--- config.mk ---
export PLATFORM = sky130hd
export DESIGN_NAME = multdiv_issue_ctrl
export DESIGN_NICKNAME = d
export VERILOG_FILES = /design/src/rtl/multdiv_issue_ctrl.sv
export SDC_FILE = /design/constraint.sdc
export NUM_CORES = 1
export LEC_CHECK = 0
export CORE_MARGIN = 1
export CORE_UTILIZATION = 39
export DETAILED_ROUTE_END_ITERATION = 8
export HOLD_SLACK_MARGIN = 0.06
export PLACE_DENSITY_LB_ADDON = 0.05
export SLEW_MARGIN = 15
export SYNTH_ARGS = -nofsm -noshare
export SYNTH_HDL_FRONTEND = slang
export SYNTH_SLANG_ARGS = --single-unit
--- constraint.sdc ---
create_clock -name clock_i -period 1.9 [get_ports clock_i]
set_input_delay 0.285 -clock clock_i [delete_from_list [all_inputs] [get_ports clock_i]]
set_output_delay 0.285 -clock clock_i [all_outputs]
set_load 0.005 [all_outputs]
--- src/rtl/multdiv_issue_ctrl.sv ---
// Execute-stage sequencer for the iterative multdiv unit: issues one MULT/DIV, stalls until the
// result is ready, then emits a one-cycle writeback packet. Optional abort via MULTDIV_TIMEOUT_EN.
module multdiv_issue_ctrl #(
    parameter logic [4:0] STATUS_REG = 5'd30
`ifdef MULTDIV_TIMEOUT_EN
    ,
    parameter int unsigned TIMEOUT_CYCLES = 48
`endif
) (
    input  logic        clock_i,
    input  logic        reset_i,
    input  logic        issue_valid_i,
    input  logic        issue_is_div_i,
    input  logic [31:0] issue_op_a_i,
    input  logic [31:0] issue_op_b_i,
    input  logic [4:0]  issue_rd_i,
    input  logic        flush_i,
    output logic        stall_o,
    output logic [31:0] md_operand_a_o,
    output logic [31:0] md_operand_b_o,
    output logic        md_ctrl_mult_o,
    output logic        md_ctrl_div_o,
    input  logic [31:0] md_result_i,
    input  logic        md_exception_i,
    input  logic        md_result_rdy_i,
    output logic        wb_valid_o,
    output logic [4:0]  wb_rd_o,
    output logic [31:0] wb_data_o,
    output logic        wb_exception_o
);

    typedef enum logic [1:0] {IDLE, START, BUSY, DONE} state_e;

    state_e      state_q, state_d;
    logic [31:0] op_a_q, op_b_q;
    logic [4:0]  rd_q;
    logic        is_div_q;
    logic        first_busy_q;
    logic [4:0]  wb_rd_q, wb_rd_d;
    logic [31:0] wb_data_q, wb_data_d;
    logic        wb_exc_q, wb_exc_d;
    logic        rdy_ok;
    logic        timeout_hit;
    logic        accept;
    logic        finish;

    // The multdiv may raise a stale rdy in the cycle right after the start pulse.
    assign rdy_ok = md_result_rdy_i && !first_busy_q;

`ifdef MULTDIV_TIMEOUT_EN
    logic [5:0] busy_cnt_q;

    always_ff @(posedge clock_i) begin
        if (reset_i) begin
            busy_cnt_q <= '0;
        end else if (state_q == START) begin
            busy_cnt_q <= '0;
        end else if (state_q == BUSY) begin
            busy_cnt_q <= busy_cnt_q + 6'd1;
        end
    end

    assign timeout_hit = (state_q == BUSY) && (busy_cnt_q == 6'(TIMEOUT_CYCLES - 1));
`else
    assign timeout_hit = 1'b0;
`endif

    // NOTE: sequential state uses non-blocking assignments so every register samples pre-edge values.
    always_ff @(posedge clock_i) begin
        if (reset_i) begin
            state_q <= IDLE;
        end else begin
            state_q <= state_d;
        end
    end

    // NOTE: every combinational output gets a default first so no path infers a latch.
    always_comb begin
        state_d = state_q;
        case (state_q)
            IDLE:  if (issue_valid_i && !flush_i) state_d = START;
            START: state_d = flush_i ? IDLE : BUSY;
            BUSY: begin
                if (flush_i) begin
                    state_d = IDLE;
                end else if (rdy_ok || timeout_hit) begin
                    state_d = DONE;
                end
            end
            DONE:  state_d = IDLE;
            default: state_d = IDLE;
        endcase
    end

    always_comb begin
        stall_o        = 1'b0;
        md_ctrl_mult_o = 1'b0;
        md_ctrl_div_o  = 1'b0;
        wb_valid_o     = 1'b0;
        case (state_q)
            IDLE:  stall_o = issue_valid_i;
            START: begin
                stall_o        = 1'b1;
                md_ctrl_mult_o = !is_div_q && !reset_i;
                md_ctrl_div_o  = is_div_q && !reset_i;
            end
            BUSY:  stall_o = 1'b1;
            DONE:  wb_valid_o = !flush_i && !reset_i;
            default: stall_o = 1'b0;
        endcase
    end

    assign accept = (state_q == IDLE) && (state_d == START);
    assign finish = (state_q == BUSY) && (state_d == DONE);

    // A timeout is reported exactly like a multdiv exception.
    always_comb begin
        wb_exc_d  = !rdy_ok || md_exception_i;
        wb_rd_d   = rd_q;
        wb_data_d = md_result_i;
        if (wb_exc_d) begin
            wb_rd_d   = STATUS_REG;
            wb_data_d = is_div_q ? 32'd5 : 32'd4;
        end
    end

    always_ff @(posedge clock_i) begin
        if (reset_i) begin
            op_a_q       <= '0;
            op_b_q       <= '0;
            rd_q         <= '0;
            is_div_q     <= 1'b0;
            first_busy_q <= 1'b0;
            wb_rd_q      <= '0;
            wb_data_q    <= '0;
            wb_exc_q     <= 1'b0;
        end else begin
            first_busy_q <= (state_q == START);
            if (accept) begin
                op_a_q   <= issue_op_a_i;
                op_b_q   <= issue_op_b_i;
                rd_q     <= issue_rd_i;
                is_div_q <= issue_is_div_i;
            end
            if (finish) begin
                wb_rd_q   <= wb_rd_d;
                wb_data_q <= wb_data_d;
                wb_exc_q  <= wb_exc_d;
            end
        end
    end

    assign md_operand_a_o = op_a_q;
    assign md_operand_b_o = op_b_q;
    assign wb_rd_o        = wb_rd_q;
    assign wb_data_o      = wb_data_q;
    assign wb_exception_o = wb_exc_q;

endmodule

==> impl_metrics.yaml, run 1 <==
routing:
  routed_wl_um: 12660
  avgRoutedWirePerCell_um: 14.01
  wl_met3_um: 1123
  routed_via_density: 4.566
  dr.pass1.iters: 4
  top_layer_used: "met4"
  ant_nets: 0
  drc_errors: 0
  drt-met1-wl_um: 5191
  vias: 4128
  drt_iter0_drc: 131
  wl_met2_um: 6272
timing:
  finalCritPeriodShare_pct: 100.9
  setup_viol: 17
  final.min_clock_period_ns: 1.917
  fmaxAchievable_mhz: 521.7
  hold_violations: 0
  final.setup_skew_ns: 0.006863
  setup_slack_ns: -0.01676
  grt_setup_unrepaired: "true"
  worst-slew-pin-transition_ns: 0.4323
  slew_viol_final: 0
  relSlewSlack_pct: 71.18
synth:
  synth_cells: 506
  synth_top_area_cell: "dfxtp_1"
  synth_top_area_share_pct: 44.18
  syn_area_um2: 5030
  async_flop_share_pct: 0
  yosysMostFrequentCell: "nand2b_1"
  synth_seq_area_share_pct: 44.18
  yosysUniqueCellTypes: 31
  ys_warn_count: 0
  synth-seq-cells: 111
  synthesis.nets: 619
  post_synth.cell_area_avg_um2: 9.940
  synth_edf_count: 0
  synth.top_cells.by_area: "dfxtp_1 44%, nand2b_1 22%, mux2i_1 20%, nand2_1 2.2%, buf_6 2.0%"
  synth_common_cells: "173 x nand2b_1, 111 x dfxtp_1, 102 x mux2i_1"
  synth-main-ff-cell: "dfxtp_1"
run_status:
  violations: "negative setup slack"
  status: "finished with violations"
die:
  coreArea_um2: 12620
  die_w_um: 115.6
  start_util_pct: 39.86
  rows: 41
  die_height_um: 115.6
  ios: 214
  die_area_um2: 13360
layout:
  num-nets-final: 840
  syn_to_final_growth_pct: 59.75
  final_layout_size_suffix_gt1_share_pct: 9.836
  diodes: 0
  fillCellCount: 1119
  seqCellArea_um2: 2225
  design_area_um2: 8035
  multi_input_area_um2: 2661
placement:
  gp_congestion: 0.7747
  dpl.hpwl_um: 8678
  dpl_cell_area_um2: 7455
  portBuffers: 213
  dp_slack_ns: -0.3934
worst_setup_path:
  path_max_fanout: 6
  crit_type: "flop to flop"
  slowest_stage: "dfxtp_2"
  critPathCaptureType: "flop"
  worstReg2RegStart: "state_q[0]"
  crit_arrival_ns: 2.20
  crit_path_start: "state_q[0]"
  crit_family: "buffers and inverters"
  crit_chain: "inv_2 > ha_4 > nor2_4 > a32o_2 > nor4_4 > buf_4 > bufbuf_16 > mux2i_1"
  r2r_slack_ns: -0.02
  worst_ep_required_time_ns: 2.18
  max_stage_delay_ns: 0.34
  start_kind: "flop"
  cp_num_buf_inv: 3
global_routing:
  antenna_found_initial: 0
  grt_pass1_wl_um: 19670
  grt_max_degree: 145
  grt_overflow_total: 0
  grt_usage_pct: 18.86
  grt_pass1_vias: 4074
clock_network:
  clock_latency_ns: 0.35
  cts.clk_slew.worst_paths_ns: 0.07
  htree_levels: 3
  postCtsHoldBufs: 0
  cts_tree: "built"
  clockBufferDepth: 2
  cts_num_sinks: 111
  ctsRootBufferMaster: "clkbuf_16"
  cts_buffers: 9
power:
  ir_worst_vdd_mv: 0.5248
  p_per_area_nw_per_um2: 784.2
  leakage_nw: 3.182
flow_run:
  maxCapViolations: 0
min_path:
  min-delay-start: "reset_i"
  hold_class: "primary input to flop"
-- metrics by stage --
| stage | utilization [%] | setup TNS, ns | total power [mW] | hold WS (ns) | std cells |
|---|---|---|---|---|---|
| after floorplan | - | 0 | 3.424 | 0.4238 | 506 |
| after global placement | 59.07 | -22.21 | 4.249 | 0.4573 | 876 |
| final | 63.67 | -0.1379 | 6.302 | 0.1749 | 904 |
| after detailed placement | 59.07 | -29.10 | 4.281 | 0.4627 | 876 |
| after CTS | 63.14 | -2.196 | 6.378 | 0.1607 | 902 |
| after global routing | 63.67 | -4.011 | 6.609 | 0.1662 | 904 |
-- cell families after synthesis --
| kind of cell | Yosys count | synth area share, % |
|---|---|---|
| buf+inv | 46 | 5.025 |
| compound gates | 20 | 3.060 |
| flops | 111 | 44.18 |
| fa+ha+maj | 5 | 1.244 |
| simple gates | 222 | 26.19 |
| mux | 102 | 20.30 |
-- final cells by class --
cell class	count	share of cell area, %
inverter	8	0.4049
clock buffer	14	3.410
multi-input combinational	349	33.12
tap	172	2.678
clock inverter	2	0.1713
timing repair buffer	248	32.53
sequential	111	27.69
-- routing by layer --
metal,GRT usage [%],vias up
met5,0,-
met4,4.416,0
met3,8.316,5
met2,32.42,122
met1,21.44,1911
li1,-,2090
-- sequential cells by signal (all words and copies together), names as in the netlist --
| name | cells |
|---|---|
| wb_exception_o | 1 |
| wb_rd_o | 5 |
| state_q | 2 |
| first_busy_q | 1 |
| md_operand_a_o | 32 |
| wb_data_o | 32 |
| rd_q | 5 |
| md_operand_b_o | 32 |
| is_div_q | 1 |
-- repair_timing --
action / in CTS / in global routing
buffers inserted: 7 / 1
endpoints found under the setup margin: 81 / 90
endpoints found under the hold margin: 0 / 0
gates resized for setup: 18 / 12
pin swaps: 2 / 3
cloned: 4 / 2
-- report_power, final --
part	internal [mW]	switching, mW
Clock	1.00	0.832
Sequential	2.54	0.115
Combinational	1.19	0.619
Total	4.73	1.57
-- path summary, 6_finish.rpt --
| path | end | depth (start not counted) |
|---|---|---|
| worst max-delay path | md_operand_a_o[5] | 8 |
| worst min-delay path | first_busy_q | 2 |
| worst max register to register | md_operand_a_o[5] | 8 |
| worst min register to register | md_operand_a_o[8] | 2 |
-- cells in the final DEF, fill, tap and decap left out, types with 2 or more instances in the layout --
cell,Yosys,routed
inv_1,8,6
clkbuf_1,24,2
a31oi_1,7,7
buf_16,0,2
mux2i_1,102,101
dfxtp_2,0,2
dlygate4sd2_1,0,4
nand2_1,30,30
clkdlybuf4s50_1,0,207
clkbuf_8,0,3
a211oi_1,2,2
nor2b_1,4,2
ha_1,5,2
buf_6,9,3
ha_4,0,2
nor3b_2,1,2
dfxtp_1,111,109
buf_12,0,9
buf_4,3,19
nor2_1,5,4
clkbuf_16,0,11
nand2b_1,173,172
a311oi_1,5,5
Note: power is estimated with default switching activity, not from simulation.
==> inputs of run 2 (changes only) <==
--- a/config.mk
+++ b/config.mk
@@ -9,8 +9,8 @@
 export CORE_UTILIZATION = 39
 export DETAILED_ROUTE_END_ITERATION = 8
 export HOLD_SLACK_MARGIN = 0.06
+export MAX_ROUTING_LAYER = met4
 export PLACE_DENSITY_LB_ADDON = 0.05
-export SLEW_MARGIN = 15
 export SYNTH_ARGS = -nofsm -noshare
 export SYNTH_HDL_FRONTEND = slang
 export SYNTH_SLANG_ARGS = --single-unit
==> run 2 against run 1 <==
Effect of this change:
- the run still ends with negative setup slack left
- combinational power about the same
- worst hold slack about the same
- routed wire length rose by 0.26%
- clock power barely moved
- sequential power hardly changed
- core utilization unchanged
- maximum frequency about the same
- power fell by 0.11%
- worst setup slack got worse by 0.0013 ns
- sequential share of layout area unchanged
- first-iteration DRC count up 3.1%
- critical path type unchanged
==> impl_metrics.yaml, run 2 (synthesized netlist as in run 1, its figures left out) <==
clock_network:
  cts.clk_slew.worst_paths_ns: 0.07
  postCtsHoldBufs: 0
  cts_buffers: 9
  ctsRootBufferMaster: "clkbuf_16"
  clock_latency_ns: 0.35
  cts_num_sinks: 111
  htree_levels: 3
  clockBufferDepth: 2
  cts_tree: "built"
routing:
  ant_nets: 0
  dr.pass1.iters: 4
  avgRoutedWirePerCell_um: 14.05
  routed_via_density: 4.582
  drt_iter0_drc: 135
  vias: 4142
  routed_wl_um: 12700
  drc_errors: 0
timing:
  final.setup_skew_ns: 0.007594
  setup_viol: 16
  fmaxAchievable_mhz: 521.4
  relSlewSlack_pct: 71.08
  finalCritPeriodShare_pct: 100.9
  final.min_clock_period_ns: 1.918
  slew_viol_final: 0
  hold_violations: 0
  fin_tns_setup_ns: -0.1326
  grt_setup_unrepaired: "true"
  setup_slack_ns: -0.01803
  worst-slew-pin-transition_ns: 0.4338
global_routing:
  grt_pass1_wl_um: 19620
  grt_max_degree: 145
  antenna_found_initial: 0
  grt_usage_pct: 19.46
  grt_pass1_vias: 4083
  grt_overflow_total: 0
placement:
  dpl.cell_count: 876
  gp_congestion: 0.7852
  dp_slack_ns: -0.3934
  dpl_cell_area_um2: 7455
  portBuffers: 213
  dpl.hpwl_um: 8678
die:
  rows: 41
  coreArea_um2: 12620
  die_area_um2: 13360
  start_util_pct: 39.86
  die_height_um: 115.6
  ios: 214
  die_w_um: 115.6
layout:
  final_cell_mix: "207 x clkdlybuf4s50_1, 172 x nand2b_1, 109 x dfxtp_1"
  diodes: 0
  seqCellArea_um2: 2225
  fillCellCount: 1119
  syn_to_final_growth_pct: 59.75
  final_layout_size_suffix_gt1_share_pct: 9.836
  final_common_cell: "clkdlybuf4s50_1"
  final_cells: 904
  num-nets-final: 840
  multi_input_area_um2: 2661
  design_area_um2: 8035
power:
  leakage_nw: 3.182
  ir_worst_vdd_mv: 0.5220
  power_mw: 6.294
  p_per_area_nw_per_um2: 783.4
worst_setup_path:
  worst_ep_required_time_ns: 2.18
  start_kind: "flop"
  crit_type: "flop to flop"
  crit_arrival_ns: 2.19
  critPathCaptureType: "flop"
  path_max_fanout: 6
run_status:
  status: "finished with violations"
  violations: "negative setup slack"
min_path:
  hold_class: "primary input to flop"
flow_run:
  maxCapViolations: 0
==> run 2: cell counts in the layout (fill, tap and decap cells not counted) <==
Identical to the previous run, type by type.
==> run 2: repair_timing <==
item                       4_1_cts  5_1_grt
pin swaps                        2        3
gates cloned                     4        2
setup endpoints to repair       81       90
setup buffers                    7        1
gates resized for setup         18       12
==> run 2: through the flow <==
| stage | hold WS [ns] | utilization, % |
|---|---|---|
| floorplan | 0.4238 | - |
| global placement | 0.4573 | 59.07 |
| detailed placement | 0.4627 | 59.07 |
| CTS | 0.1607 | 63.14 |
| global route | 0.1660 | 63.67 |
| finish | 0.1754 | 63.67 |
==> run 2: area by class of cell <==
cell class | count | share of cell area [%]
clock buffer | 14 | 3.410
timing repair buffer | 248 | 32.53
multi-input combinational | 349 | 33.12
clock inverter | 2 | 0.1713
inverter | 8 | 0.4049
sequential | 111 | 27.69
tap | 172 | 2.678
==> run 2: worst paths after layout <==
kind,start,end,slack [ns],cells past startpoint
worst max-delay path,state_q[0],md_operand_a_o[5],-0.02,8
worst max register to register,state_q[0],md_operand_a_o[5],-0.02,8
worst min-delay path,reset_i,first_busy_q,0.18,2
worst min register to register,md_operand_a_o[8],md_operand_a_o[8],0.47,2
==> run 2: where the power goes <==
part	switching, mW	leakage (nW)	internal [mW]	total (mW)
combinational	0.619	2.14	1.19	1.81
sequential	0.115	0.905	2.54	2.66
clock	0.825	0.143	1.00	1.82
total	1.56	3.18	4.73	6.29
==> run 2: critical path: stages, from the launching register on <==
cell and delay, ns:
dfxtp_2 0.34, inv_2 0.08, ha_4 0.19, nor2_4 0.05
a32o_2 0.26, nor4_4 0.28, buf_4 0.20, bufbuf_16 0.27
mux2i_1 0.17
==> run 2: routing by layer <==
metal  routed length, um  vias up  global-route usage, %  part of all wire, %
li1                    -     2092                      -                    -
met1                5339     1927                  22.29                   42
met2                6298      118                  32.38                   50
met3                 977        5                  7.061                  7.7
met4                  81        0                  4.416                 0.64
met5                   0        -                      -                    0
